<file path="config.mk">
export PLATFORM = sky130hd
export DESIGN_NAME = pixel_write_buffer
export DESIGN_NICKNAME = d
export VERILOG_FILES = /design/src/rtl/pixel_write_buffer.sv
export SDC_FILE = /design/constraint.sdc
export NUM_CORES = 1
export LEC_CHECK = 0
export CORE_MARGIN = 2
export CORE_UTILIZATION = 30
export CTS_CLUSTER_DIAMETER = 150
export DETAILED_ROUTE_END_ITERATION = 10
export SYNTH_ARGS = -nofsm -noshare
export SYNTH_HDL_FRONTEND = slang
export SYNTH_SLANG_ARGS = --single-unit
</file>
<file path="constraint.sdc">
create_clock -name clk -period 3.53 [get_ports clk]
set_input_delay 0.706 -clock clk [delete_from_list [all_inputs] [get_ports clk]]
set_output_delay 0.706 -clock clk [all_outputs]
set_load 0.03 [all_outputs]
</file>
<file path="src/rtl/pixel_write_buffer.sv">
// Buffers plot requests in a small FIFO and turns each into one video-memory write; also runs a screen-clear sweep.
// Optional feature macro PWB_CLIP_EN: drop off-screen requests and count them in clip_count.
module pixel_write_buffer #(
  parameter int DEPTH    = 8,
  parameter int SCREEN_W = 160,
  parameter int SCREEN_H = 120
) (
  input  logic        clk,
  input  logic        resetn,
  input  logic [7:0]  in_x,
  input  logic [6:0]  in_y,
  input  logic [2:0]  in_colour,
  input  logic        in_plot,
  output logic        in_ready,
  input  logic        clear_req,
  input  logic [2:0]  clear_colour,
  output logic [14:0] mem_addr,
  output logic [2:0]  mem_data,
  output logic        mem_we,
  output logic        busy,
  output logic [7:0]  clip_count
);

  localparam int AW = $clog2(DEPTH);
  localparam logic [AW:0]   FULL_C  = (AW+1)'(DEPTH);
  localparam logic [AW:0]   EMPTY_C = {(AW+1){1'b0}};
  localparam logic [AW:0]   ONE_C   = (AW+1)'(1'b1);
  localparam logic [AW-1:0] PINC_C  = AW'(1'b1);
  localparam logic [14:0]   LAST_C  = 15'(SCREEN_W * SCREEN_H - 1);

  typedef enum logic {RUN = 1'b0, CLEAR = 1'b1} state_t;

  state_t        state_r, state_nxt_s;
  logic [17:0]   fifo_r [DEPTH];
  logic [AW-1:0] wr_ptr_r, rd_ptr_r, wr_ptr_inc_s;
  logic [AW:0]   count_r;
  logic [14:0]   sweep_r, mem_addr_r;
  logic [2:0]    clr_colour_r, mem_data_r;
  logic          mem_we_r;
  logic          full_s, push_s, pop_s, take_clear_s, clip_s;
  logic [7:0]    head_x_s;
  logic [6:0]    head_y_s;
  logic [2:0]    head_c_s;

  // y*160+x built from shifts so no multiplier is needed
  function automatic logic [14:0] pix_addr(input logic [6:0] y, input logic [7:0] x);
    pix_addr = ({8'd0, y} << 3'd7) + ({8'd0, y} << 3'd5) + {7'd0, x};
  endfunction

  assign full_s       = (count_r == FULL_C);
  assign in_ready     = !full_s;
  assign push_s       = in_plot && !full_s && !clip_s;
  assign pop_s        = (state_r == RUN) && !clear_req && (count_r != EMPTY_C);
  assign wr_ptr_inc_s = wr_ptr_r + PINC_C;
  assign {head_x_s, head_y_s, head_c_s} = fifo_r[rd_ptr_r];

  assign mem_addr = mem_addr_r;
  assign mem_data = mem_data_r;
  assign mem_we   = mem_we_r;
  assign busy     = (state_r == CLEAR) || (count_r != EMPTY_C) || mem_we_r;

`ifdef PWB_CLIP_EN
  localparam logic [7:0] W_C = 8'(SCREEN_W);
  localparam logic [6:0] H_C = 7'(SCREEN_H);
  logic [7:0] clip_cnt_r;

  assign clip_s     = (in_x >= W_C) || (in_y >= H_C);
  assign clip_count = clip_cnt_r;

  // Saturating count of consumed off-screen requests
  always_ff @(posedge clk) begin
    if (!resetn) begin
      clip_cnt_r <= 8'd0;
    end else if (in_plot && !full_s && clip_s && (clip_cnt_r != 8'hFF)) begin
      clip_cnt_r <= clip_cnt_r + 8'd1;
    end
  end
`else
  assign clip_s     = 1'b0;
  assign clip_count = 8'd0;
`endif

  // FIFO storage; contents need no reset because count gates every read
  always_ff @(posedge clk) begin
    if (push_s) begin
      fifo_r[wr_ptr_r] <= {in_x, in_y, in_colour};
    end
  end

  // State register
  always_ff @(posedge clk) begin
    if (!resetn) begin
      state_r <= RUN;
    end else begin
      state_r <= state_nxt_s;
    end
  end

  // Next-state: a clear request is only honoured from RUN
  always_comb begin
    state_nxt_s  = state_r;
    take_clear_s = 1'b0;
    case (state_r)
      RUN: begin
        if (clear_req) begin
          state_nxt_s  = CLEAR;
          take_clear_s = 1'b1;
        end else begin
          state_nxt_s = RUN;
        end
      end
      CLEAR: begin
        if (sweep_r == LAST_C) begin
          state_nxt_s = RUN;
        end else begin
          state_nxt_s = CLEAR;
        end
      end
      default: state_nxt_s = RUN;
    endcase
  end

  // Pointers, occupancy, sweep and the registered memory write port
  always_ff @(posedge clk) begin
    if (!resetn) begin
      wr_ptr_r     <= {AW{1'b0}};
      rd_ptr_r     <= {AW{1'b0}};
      count_r      <= EMPTY_C;
      sweep_r      <= 15'd0;
      clr_colour_r <= 3'd0;
      mem_we_r     <= 1'b0;
      mem_addr_r   <= 15'd0;
      mem_data_r   <= 3'd0;
    end else begin
      if (push_s) begin
        wr_ptr_r <= wr_ptr_inc_s;
      end
      if (take_clear_s) begin
        // flush also swallows a push landing on this very edge
        count_r      <= EMPTY_C;
        rd_ptr_r     <= push_s ? wr_ptr_inc_s : wr_ptr_r;
        clr_colour_r <= clear_colour;
        sweep_r      <= 15'd0;
      end else begin
        if (pop_s) begin
          rd_ptr_r <= rd_ptr_r + PINC_C;
        end
        case ({push_s, pop_s})
          2'b10:   count_r <= count_r + ONE_C;
          2'b01:   count_r <= count_r - ONE_C;
          default: count_r <= count_r;
        endcase
      end
      if (state_r == CLEAR) begin
        mem_we_r   <= 1'b1;
        mem_addr_r <= sweep_r;
        mem_data_r <= clr_colour_r;
        sweep_r    <= sweep_r + 15'd1;
      end else if (pop_s) begin
        mem_we_r   <= 1'b1;
        mem_addr_r <= pix_addr(head_y_s, head_x_s);
        mem_data_r <= head_c_s;
      end else begin
        mem_we_r <= 1'b0;
      end
    end
  end

endmodule

</file>
* After elaboration in Yosys (flattened, before gate mapping)
Memories as Yosys holds them, arrays and structs flattened. A register that Yosys moved wholly into a read port is not among the register bits.
Index checks and enable logic that the tools add are counted.
** Operators by class
- Equal/unequal tests :: 4
- Reductions and logical operators :: 13
- $add $sub $neg :: 7
- Multiplexer cells :: 20
- Bitwise gates (word level) :: 2
** Operator list (number)
- 15-bit 2-to-1 mux :: 4
- 3-bit 2-to-1 mux :: 7
- 14-bit by 12-bit adder with 15-bit output :: 1
- 15-bit by 1-bit adder with 15-bit output, second input constant :: 1
- 15-bit by 8-bit adder with 15-bit output :: 1
- 15-bit equality test, second input constant :: 1
- 4-bit one-hot mux with 2 select lines :: 1
- 2-bit nonzero test :: 4
- 1-bit 2-to-1 mux :: 7
- 3-bit by 1-bit adder with 3-bit output, second input constant :: 2
- 4-bit by 1-bit adder with 4-bit output, second input constant :: 1
- 4-bit equality test, second input constant :: 1
- 4-bit nonzero test :: 1
- 4-bit by 1-bit subtractor with 4-bit output, second input constant :: 1
- 1-bit logical AND :: 3
- 2-bit by 1-bit equality test with 1-bit output, second input constant :: 1
- 2-bit equality test, second input constant :: 1
- 1-bit zero test :: 2
- 1-bit logical OR :: 2
- 1-bit NOT :: 2
- 1-bit one-hot mux with 2 select lines :: 1
- 2-bit OR reduction :: 1
** Storage, ports and cells
- Memories :: 1
- Word-level logic and storage cells :: 56
- Output and inout port bits :: 29
- RAM bits :: 144
- Flip-flop bits (word level) :: 48
- Input bits :: 25
** Memories
- fifo_r :: words 8, width 18, read ports 1, clocked after Yosys merged registers in 1, wr ports 1, line 34 : logic [17:0] fifo_r [DEPTH];

* Depth between registers and ports, before layout
- Depth in word-level cells :: 7
- Gate-level depth with buffers :: 14
- Gate-level depth less buffers :: 11

* Worst setup path after synthesis
No wires, ideal clock.
- Kind :: register to register
- Start :: register with a tool-made name
- End :: register mem_addr_r[12], in the netlist mem_addr[12]
- Library setup time :: 115 ps
- Buffers on the path :: 3
- Path slack :: 159 ps
- Required time :: 3415 ps
- Period minus slack after synthesis :: 3371 ps
- Stages on the path, launching flop included :: 14
- Arrival time :: 3256 ps
- Path through :: dfxtp_1 buf_6 buf_6 buf_6 mux4_2 mux2_2 ha_1 ha_1 fa_1 a211o_1 a21oi_1 o21a_1 nor3_1 o21a_1
** RTL lines
- end signal, assigned :: line 156 : mem_addr_r <= sweep_r;
- end signal, assigned :: line 161 : mem_addr_r <= pix_addr(head_y_s, head_x_s);
- end, declared :: line 37 : logic [14:0] sweep_r, mem_addr_r;

==> results by stage <==
Synth:
- The top cell type by area accounts for a little over half of the synthesized area.
- The post-synthesis sequential element count is 195.
- Summing the sequential cell areas from Yosys gives roughly two thirds of the chip area.
- The synthesized instance count is 537.
- Summing every instance area after synthesis gives 8179 um^2.
- The synthesized area divided by synthesized cell count is approximately 15 um^2.
- In this run, synthesis inferred approximately 140 flip-flops with an integrated enable.
- The unique cell type count in the Yosys netlist is 61.
- The most used flip-flop cell after synthesis is edfxtp_1.
- For this run, asynchronously set or reset flops after synthesis account for 0%.
- During synthesis, Yosys emitted a total of 0 warnings.
- By area the synthesized netlist is led by edfxtp_1, dfxtp_1, mux4_2.
- The library cell occupying the most area in the post-synthesis netlist is edfxtp_1.

Critical path:
- The number of cells on the worst reg-to-reg path is 11.
- The arrival time at the worst endpoint is 3560 ps.
- The end of the critical path is mem_addr[14]$_SDFFE_PN0P_.
- The classification of the worst setup path is register to register.
- The endpoint identified for the worst register-to-register timing path is mem_addr[14]$_SDFFE_PN0P_.
- STA classifies the critical path startpoint as a register.
- The worst register-to-register path has a setup slack of 250 ps.
- The required time at the endpoint of the critical path is 3810 ps.
- The biggest fanout along the worst timing path is 17.
- STA classifies the critical path endpoint as a register.

Placed design:
- In this run, placement finished with an instance count of between 900 and 1,000.
- The congestion estimate from routability-driven global placement came to 0.8025.
- The final HPWL from detailed placement is 11,630 um.
- The count of buffers from port buffering is 45.

Finish:
- The fraction of final layout cells with drive strength greater than 1 is 18.56%.
- The multi-input gate area in the final layout is about 2600 um^2.
- In the final design database the tool counted ~640 nets.
- 0 antenna diodes ended up in the layout.
- The number of inserted filler cells in the final layout is 2,520.
- The area taken by flip-flops and latches is about 5300 um^2.
- The top cell types in the final layout, fill and taps aside, are edfxtp_1, dfxtp_1, nor2_1, clkdlybuf4s50_1, mux4_2.
- Leaving out fill and tap cells, the most frequent cell in the layout is edfxtp_1.
- The final cell count without fillers is 950.
- From synthesis to final layout, the design area changed by 19.05%.

STA:
- After layout, the minimum clock period comes to 3284 ps.
- The relative max-transition margin is 49.62%.
- The highest achievable clock rate is 304.5 MHz.
- Setup repair after global routing left no endpoint under its margin.
- The worst path uses 93.03% of the clock period.
- At the pin with the least slew margin, the transition time is 754.2 ps.
- The number of max-slew violations in the final report is 0.
- The final hold violation count is 0.
- The final-layout setup total negative slack is 0 ps.
- The clock arrives with between 10 and 15 ps of skew.
- The number of setup violations in the final report is 0.

Global route:
- The number of antenna violations at the first check in global routing is 0.
- The first global-routing pass estimated 27,700 um of wire.
- The final global-route overflow total is 0.
- Entering global routing, the biggest net connects 35 pins.
- In the global route stage, overall resource usage came out at around an eighth.
- The number of global-route vias before repair is between 4,000 and 5,000.

Status:
- The flow ran to the end, and the final reports show no timing, DRC or antenna violations.

Floorplan:
- The overall die area is 28,600 um^2.
- The standard-cell row count is 60.
- The total core area is approximately 27,000 um^2.
- From left edge to right edge, the die measures 169.1 um.
- Once the floorplan was initialized, standard cells occupied a little under a third of the core.
- Pin placement for this block handled 54 I/O pins.
- The die height is 169.1 um.

Pwr:
- The power consumption is 5315 uW.
- The reported leakage power is 0.003212 uW.
- The ratio of total power to cell area is 545.9 nW/um^2.
- The maximum vdd drop is 0.0002722 V.

Drt:
- The detailed router finished its first iteration with 268 violations.
- For this block, the routed nets add up to about 18,000 um of wire.
- The first detailed-routing pass took 4 iterations.
- In this run the remaining antenna-violating nets after routing total 0.
- After detailed routing, the number of vias per cell comes to around 4.9.
- The overall via count from detail_route is between 4,000 and 5,000.
- The wire length per cell after detailed routing is 18.51 um.
- For this run, design rule violations remaining after detail routing come to 0.

Clock tree:
- The H-tree depth is 4.
- The number of clock buffers added by TritonCTS is 17.
- The longest clock path from root to sink contains 2 buffers.
- TritonCTS built the clock tree.
- The clock-pin transition on the worst setup and hold timing paths is ~70 ps.
- The clock drives 195 sinks.
- The later pin in the worst-skew pair is clocked with a latency of approximately 420 ps.
- The root buffer cell is clkbuf_16.

Run:
- The number of maximum-capacitance constraint violations is 0.

Worst hold path:
- The path class of the tightest hold or removal check is register to register.
[synthesized netlist by cell type, drive strengths merged (3+ instances only)]
master / instances
a311oi: 3
nor3: 12
a31oi: 3
xnor2: 3
inv: 14
clkbuf: 12
or3: 3
mux2: 11
xor2: 7
o21a: 6
a21o: 4
o21ai: 5
a221oi: 4
nand2: 33
dfxtp: 51
buf: 20
fa: 3
mux4: 36
a211oi: 9
nor4: 3
nand3: 19
or4: 3
a21oi: 17
o31ai: 5
nor2: 47
nor2b: 6
mux2i: 9
edfxtp: 144
ha: 19
[critical path: stages (launching register included)]
cell and delay (ps):
dfxtp_4 410, buf_12 200, mux4_2 510, mux2_2 280
ha_1 280, ha_1 240, fa_1 440, a211o_1 330
nand2_1 90, a21oi_1 90, o211ai_1 180, a31oi_1 90
[how the worst min path moves through the flow]
stage	start	endpoint	slack [ps]	cells after the start
3_5_place_dp	clr_colour_r[0]$_SDFFE_PN0P_	clr_colour_r[0]$_SDFFE_PN0P_	450	2
5_1_grt	clr_colour_r[0]$_SDFFE_PN0P_	clr_colour_r[0]$_SDFFE_PN0P_	490	2
3_3_place_gp	clr_colour_r[0]$_SDFFE_PN0P_	clr_colour_r[0]$_SDFFE_PN0P_	450	2
6_report	clr_colour_r[0]$_SDFFE_PN0P_	clr_colour_r[0]$_SDFFE_PN0P_	460	2
4_1_cts	clr_colour_r[0]$_SDFFE_PN0P_	clr_colour_r[0]$_SDFFE_PN0P_	460	2
2_1_floorplan	clr_colour_r[0]$_SDFFE_PN0P_	clr_colour_r[0]$_SDFFE_PN0P_	440	2
[registers in the layout, summed over array words and instances (netlist names), named ones only]
signal / cells
mem_data: 3
rd_ptr_r: 3
count_r: 4
clr_colour_r: 3
wr_ptr_r: 3
mem_we: 1
fifo_r: 144
sweep_r: 15
state_r: 1
mem_addr: 15
[cell type report]
class	instances	area share [%]
sequential	195	54.93
multi-input combinational	303	27.20
timing repair buffer	65	6.425
clock buffer	26	6.001
tap	341	4.382
inverter	14	0.5397
clock inverter	6	0.5140
[per-layer routing]
layer  track usage (%)  share of wire (%)  up-vias
met3             3.343                3.9       19
met2             21.56                 50       87
met1             16.25                 45     2397
met4             3.456                1.3        0
li1                  -                  -     2169
met5                 0                  0        -
[repair_timing]
action                                  CTS  global route
buffers inserted                          0             0
endpoints found under the setup margin    0             2
hold endpoints to repair                  0             0
resized for setup                         0             3
hold buffers                              0             0
[stage by stage]
stage	util (%)	cell area [um^2]	hold slack [ps]	setup WS (ps)
2_1_floorplan	-	8205	436.6	159.2
3_3_place_gp	33.83	9092	448.1	241.0
3_5_place_dp	33.83	9092	451.2	209.8
4_1_cts	36.19	9727	461.1	199.0
5_1_grt	36.23	9737	490.9	55.58
6_report	36.23	9737	461.5	246.0
[power by group]
group	total [uW]	switching [uW]	internal, uW
sequential	2570	40.4	2530
combinational	753	418	335
clock	1990	831	1160
[kinds of logic after synthesis]
logic type | after synthesis | share of synthesized area (%)
and+or+nand+nor | 137 | 8.353
AOI/OAI and AO/OA | 70 | 6.012
buffers and inverters | 46 | 2.998
adders and majority gates | 22 | 3.641
xor gates and xnor gates | 10 | 1.071
other | 1 | 0.04585
muxes | 56 | 12.53
DFF | 195 | 65.35
(Power assumes the default switching activity.)
